===== src/rtl/core_ctrl.sv =====
// Multi-cycle sequencer for the 16-bit core: fetch, decode, execute, memory and
// writeback, one instruction at a time, with bus timeout and illegal-opcode trap.
module core_ctrl #(
  parameter int unsigned MEM_TIMEOUT = 15,
  parameter int unsigned CNT_W       = 16
) (
  input  logic             clk_i,
  input  logic             rst_ni,
  input  logic             run_i,
  output logic             imem_req_o,
  input  logic             imem_gnt_i,
  output logic             ir_we_o,
  input  logic [2:0]       opcode_i,
  input  logic             branch_taken_i,
  output logic             alu_src_imm_o,
  output logic             dmem_req_o,
  output logic             dmem_we_o,
  input  logic             dmem_ack_i,
  output logic             rf_we_o,
  output logic [1:0]       wb_sel_o,
  output logic             pc_we_o,
  output logic [1:0]       pc_sel_o,
  output logic             retire_o,
  output logic [CNT_W-1:0] retire_cnt_o,
  output logic             halt_o,
  output logic             illegal_o,
  output logic             bus_err_o,
  output logic [2:0]       state_o
);

  localparam int unsigned TmoW = (MEM_TIMEOUT < 2) ? 1 : $clog2(MEM_TIMEOUT + 1);

  // Opcode encoding of IR[2:0]; 3'd7 is the only illegal value.
  localparam logic [2:0] ROp  = 3'd0;
  localparam logic [2:0] IOp  = 3'd1;
  localparam logic [2:0] LOp  = 3'd2;
  localparam logic [2:0] SOp  = 3'd3;
  localparam logic [2:0] BOp  = 3'd4;
  localparam logic [2:0] JOp  = 3'd5;
  localparam logic [2:0] JrOp = 3'd6;

  typedef enum logic [2:0] {
    StIdle   = 3'd0,
    StFetch  = 3'd1,
    StDecode = 3'd2,
    StExec   = 3'd3,
    StMem    = 3'd4,
    StWb     = 3'd5,
    StFault  = 3'd7
  } state_e;

  state_e           state_q, state_d;
  logic [2:0]       op_q;
  logic [TmoW-1:0]  tmo_q;
  logic [CNT_W-1:0] retire_cnt_q;
  logic             illegal_q, bus_err_q;
  logic             req_wait, tmo_hit;

  // A request is stalling when it is high this cycle without its gnt/ack.
  assign req_wait = ((state_q == StFetch) && !imem_gnt_i) ||
                    ((state_q == StMem) && !dmem_ack_i);
  assign tmo_hit  = (MEM_TIMEOUT != 0) && req_wait && (tmo_q == TmoW'(MEM_TIMEOUT));

  assign state_o      = state_q;
  assign retire_cnt_o = retire_cnt_q;
  assign illegal_o    = illegal_q;
  assign bus_err_o    = bus_err_q;

  // Next-state and Moore/handshake output decode.
  always_comb begin
    state_d       = state_q;
    imem_req_o    = 1'b0;
    ir_we_o       = 1'b0;
    alu_src_imm_o = 1'b0;
    dmem_req_o    = 1'b0;
    dmem_we_o     = 1'b0;
    rf_we_o       = 1'b0;
    wb_sel_o      = 2'd0;
    pc_we_o       = 1'b0;
    pc_sel_o      = 2'd0;
    retire_o      = 1'b0;
    halt_o        = 1'b0;
    unique case (state_q)
      StIdle: begin
        if (run_i) state_d = StFetch;
      end
      StFetch: begin
        imem_req_o = 1'b1;
        if (imem_gnt_i) begin
          ir_we_o = 1'b1;
          state_d = StDecode;
        end else if (tmo_hit) begin
          state_d = StFault;
        end
      end
      StDecode: begin
        state_d = (opcode_i == 3'd7) ? StFault : StExec;
      end
      StExec: begin
        alu_src_imm_o = (op_q == IOp) || (op_q == LOp) || (op_q == SOp) || (op_q == BOp);
        unique case (op_q)
          ROp, IOp: begin
            rf_we_o  = 1'b1;
            pc_we_o  = 1'b1;
            retire_o = 1'b1;
          end
          BOp: begin
            pc_we_o  = 1'b1;
            pc_sel_o = branch_taken_i ? 2'd1 : 2'd0;
            retire_o = 1'b1;
          end
          JOp, JrOp: begin
            rf_we_o  = 1'b1;
            wb_sel_o = 2'd2;
            pc_we_o  = 1'b1;
            pc_sel_o = (op_q == JOp) ? 2'd2 : 2'd3;
            retire_o = 1'b1;
          end
          LOp, SOp: state_d = StMem;
          default:  state_d = StFault;
        endcase
      end
      StMem: begin
        dmem_req_o = 1'b1;
        dmem_we_o  = (op_q == SOp);
        if (dmem_ack_i) begin
          if (op_q == SOp) begin
            pc_we_o  = 1'b1;
            retire_o = 1'b1;
          end else begin
            state_d = StWb;
          end
        end else if (tmo_hit) begin
          state_d = StFault;
        end
      end
      StWb: begin
        rf_we_o  = 1'b1;
        wb_sel_o = 2'd1;
        pc_we_o  = 1'b1;
        retire_o = 1'b1;
      end
      StFault: begin
        halt_o = 1'b1;
      end
      default: state_d = StIdle;
    endcase
    if (retire_o) state_d = run_i ? StFetch : StIdle;
  end

  // State, latched opcode, timeout counter, retire counter and sticky fault causes.
  always_ff @(posedge clk_i) begin
    if (!rst_ni) begin
      state_q      <= StIdle;
      op_q         <= 3'd0;
      tmo_q        <= '0;
      retire_cnt_q <= '0;
      illegal_q    <= 1'b0;
      bus_err_q    <= 1'b0;
    end else begin
      state_q <= state_d;
      if (state_q == StDecode) op_q <= opcode_i;
      if ((state_d != state_q) && ((state_d == StFetch) || (state_d == StMem))) begin
        tmo_q <= '0;
      end else if (req_wait && (MEM_TIMEOUT != 0)) begin
        tmo_q <= tmo_q + TmoW'(1);
      end
      if (retire_o) retire_cnt_q <= retire_cnt_q + CNT_W'(1);
      if ((state_q == StDecode) && (state_d == StFault)) illegal_q <= 1'b1;
      if (tmo_hit) bus_err_q <= 1'b1;
    end
  end

endmodule

===== config.mk =====
export PLATFORM = sky130hd
export DESIGN_NAME = core_ctrl
export DESIGN_NICKNAME = d
export VERILOG_FILES = /design/src/rtl/core_ctrl.sv
export SDC_FILE = /design/constraint.sdc
export NUM_CORES = 1
export LEC_CHECK = 0
export CORE_AREA = 3 3 63 65
export DETAILED_ROUTE_END_ITERATION = 6
export DIE_AREA = 0 0 66 68
export PLACE_DENSITY = 0.84
export SLEW_MARGIN = 10
export SYNTH_ARGS = -nofsm -noshare
export SYNTH_HDL_FRONTEND = slang
export SYNTH_SLANG_ARGS = --single-unit

===== constraint.sdc =====
create_clock -name clk_i -period 1.91 [get_ports clk_i]
set_input_delay 0.2865 -clock clk_i [delete_from_list [all_inputs] [get_ports clk_i]]
set_output_delay 0.2865 -clock clk_i [all_outputs]
set_load 0.02 [all_outputs]

==> impl_results.md <==
- Status: complete, no violations
- Clk_lat worst skew: between 0.3 and 0.4 ns
- Setup violators final: 0
- Int Pwr: 0.956 mW
- Total CTS buffers: 3
- Initial antenna violation count: 0
- Setup Skew: 0.00786 ns
- Ys async rst share: 0%
- CTS H-tree depth: 1
- Finished Cell Area: between 2000 and 2500 um^2
- Worst-Margin Slew: around 0.48 ns
- Register area share after synthesis: 33.0%
- Synthesized flop and latch total: 28
- Peak supply drop: 0.000363 V
- WL per Instance: 13.5 um
- Setup_tns: 0 ns
- Post-CTS setup buffer count: 0
- Leading register cell type out of synthesis: dfxtp_1
- CP Data Required Time: 1.62 ns
- EDFF count, synth: 0
- Final net count: 254
- IO Count: 43
- Yosys warns: 0
- Pin count of the biggest net entering global routing: 17
- Static Leak: 0.928 nW
- Hold Buf Count CTS: 0
- Die area: 4490 um^2
- Routed WL: between 3000 and 4000 um
- Overall routing resource usage: 18.6%
- Starting Density: 50.1%
- Routed vias: approximately 1500
- Clock tree sinks: 28
- Remaining antenna violation count: 0
- Switching share of power: 26.6%
- TritonCTS clock tree: built
- Max-cap violations: 0
- Post-DP Area: 2250 um^2
- Hold WC Path Type: reg -> reg
- Slew Limit Fails: 0
- Met2 wire len: 1930 um
- Diode count: 0
- Synthesized area: 1700 um^2
- Die W: around 66 um
- Logic pwr share: ~22%
- Synth Instances: 184
- Synth unique cells: 54
- Clock buffer depth: 2
- Row count: 21
- Crit path launch type: flip-flop
- Share of cells above drive strength 1: between 20% and 30%
- Number of global-route vias before repair: 1457
- Overflow left after global routing: 0
- Slew Limit Headroom: 68.1%
- Met3 WL: 173 um
- Final period utilization: 96.0%
- CP max FO: 5
- Highest Signal Layer: met4
- DRC viols: 0
- Cell Pwr Density: 560 nW/um^2
- Layout area overhead: 36.9%
- GP Congestion: 0.806
- Detailed router's first-iteration violation count: 66
- Crit path DAT: 1.55 ns
- Switch Pwr: 0.347 mW
- First-pass GRT wire length: 6590 um
- Post-Syn Nets: about 200
- Min Tclk post-route: 1.83 ns
- Dpl hpwl: 2950 um
- Worst setup EP type: primary output
- Core Area: 3390 um^2
- Port Buffer Count: 42
- Clock power frac: 30.0%
- Chip Height: 68 um
- Unrepaired setup endpoints after global routing: false
- DR vias/cell: 5.25
- WS Path Type: reg -> out
- Clock-pin slew on the worst setup and hold paths: roughly 0.15 ns
- M1 WL: 1750 um
- Register share of total power: around 48%
- Hold Fails Final Rpt: 0
- Clk root buf: clkbuf_4
- Fmax: 546 MHz
- Synthesized area per cell: around 9 um^2
- Drt first pass iters: 4
[critical path: stages (launching register included)]
cell and delay (ns):
dfxtp_2 0.38, nand4b_1 0.25, a21oi_4 0.20, nor2_2 0.07
inv_1 0.07, clkdlybuf4s15_2 0.26
[cell families after synthesis]
kind of cell    Yosys count  share of synthesized area [%]
compound gates           45                           21.6
xor+xnor                 16                           8.25
fa+ha+maj                 2                           1.47
buf+inv                  16                           6.19
flops                    28                           33.0
mux                       4                           2.43
simple gates             73                           27.0
[timing repair]
item                                    4_1_cts  5_1_grt
hold endpoints to repair                      0        0
gates cloned                                  0        0
endpoints found under the setup margin       13       11
pin swaps                                     2        1
resized for setup                            20       15
[path summary, 6_finish.rpt]
check / from / end / cells past startpoint / slack, ns
worst max register to register: state_o[2] / tmo_q[3] / 6 / 0.14
worst min-delay path: bus_err_o / bus_err_o / 2 / 0.47
worst min register to register: bus_err_o / bus_err_o / 2 / 0.47
worst max-delay path: op_q[2] / pc_we_o / 5 / 0.08
[layout make-up]
cell class	instances	area, um^2
fillers	270	1060
inverters	7	26.3
clock buffers	3	22.5
multi-input cells	140	1050
flip-flops and latches	28	568
repair buffers	63	567
clock inverters	1	30.0
well taps	46	57.6
[flip-flops by register name, indices dropped and copies added, names as in the netlist]
| signal | count |
|---|---|
| retire_cnt_o | 16 |
| tmo_q | 4 |
| op_q | 3 |
| state_o | 3 |
| bus_err_o | 1 |
| illegal_o | 1 |
[metrics by stage]
stage	utilization [%]	worst slack, ns	power (mW)	std cells	hold slack, ns
after floorplan	-	0.102	0.807	184	0.439
final	68.6	0.0768	1.30	288	0.473
after CTS	67.8	0.00389	1.31	288	0.475
after global placement	66.5	-0.322	0.915	284	0.447
after detailed placement	66.5	-0.356	0.922	284	0.454
after global routing	68.6	0.00202	1.36	288	0.511
[Yosys cell counts (2+ instances only)]
master	number	share of area (%)
inv_1	7	1.5
clkbuf_1	2	0.44
nand3_1	2	0.59
nor3_1	2	0.59
ha_1	2	1.5
xnor2_1	13	6.7
dfxtp_1	28	33
a21oi_1	5	1.5
nor4b_1	2	1.0
xor2_1	3	1.5
nand2_1	11	2.4
nor3b_2	2	1.5
a21boi_0	2	0.88
o211ai_1	5	2.2
nor3b_1	2	0.88
o21ai_0	7	2.1
and2_2	2	0.88
a21boi_1	4	1.8
or3b_1	2	1.0
nor2b_1	4	1.5
a31oi_1	2	0.74
and2_1	13	4.8
and3_1	4	1.5
and4_1	3	1.5
nor2_1	8	1.8
o2111ai_1	6	3.1
buf_4	2	0.88
nand2b_1	4	1.5
buf_6	5	3.3
a21oi_4	2	1.9
or3_1	3	1.1
mux2i_1	3	1.8
[metal layers]
layer / vias to the layer above / track usage (%)
li1: 772 / -
met1: 707 / 23.1
met2: 30 / 33.7
met3: 4 / 2.63
met4: 0 / 5.33
met5: - / 0
[power groups by stage]
stage                     Combinational, mW  Clock, mW  Sequential, mW
after CTS                             0.289      0.401           0.617
after detailed placement              0.293          0           0.630
final                                 0.291      0.390           0.621
after global placement                0.285          0           0.629
after floorplan                       0.167          0           0.640
after global routing                  0.316      0.421           0.625
[placed cells by master (no fill, tap or decap), drive strengths merged, types with 6 or more instances in the layout]
| cell | synthesis | final |
|---|---|---|
| a21oi | 8 | 8 |
| nor2 | 8 | 8 |
| clkdlybuf4s50 | 0 | 28 |
| buf | 7 | 21 |
| and2 | 15 | 15 |
| o211ai | 7 | 7 |
| dfxtp | 28 | 28 |
| inv | 7 | 7 |
| a21boi | 6 | 6 |
| o21ai | 9 | 9 |
| o2111ai | 6 | 6 |
| xnor2 | 13 | 13 |
| dlygate4sd2 | 0 | 6 |
| nand2 | 11 | 11 |
Note: power is estimated with default switching activity, not from simulation.
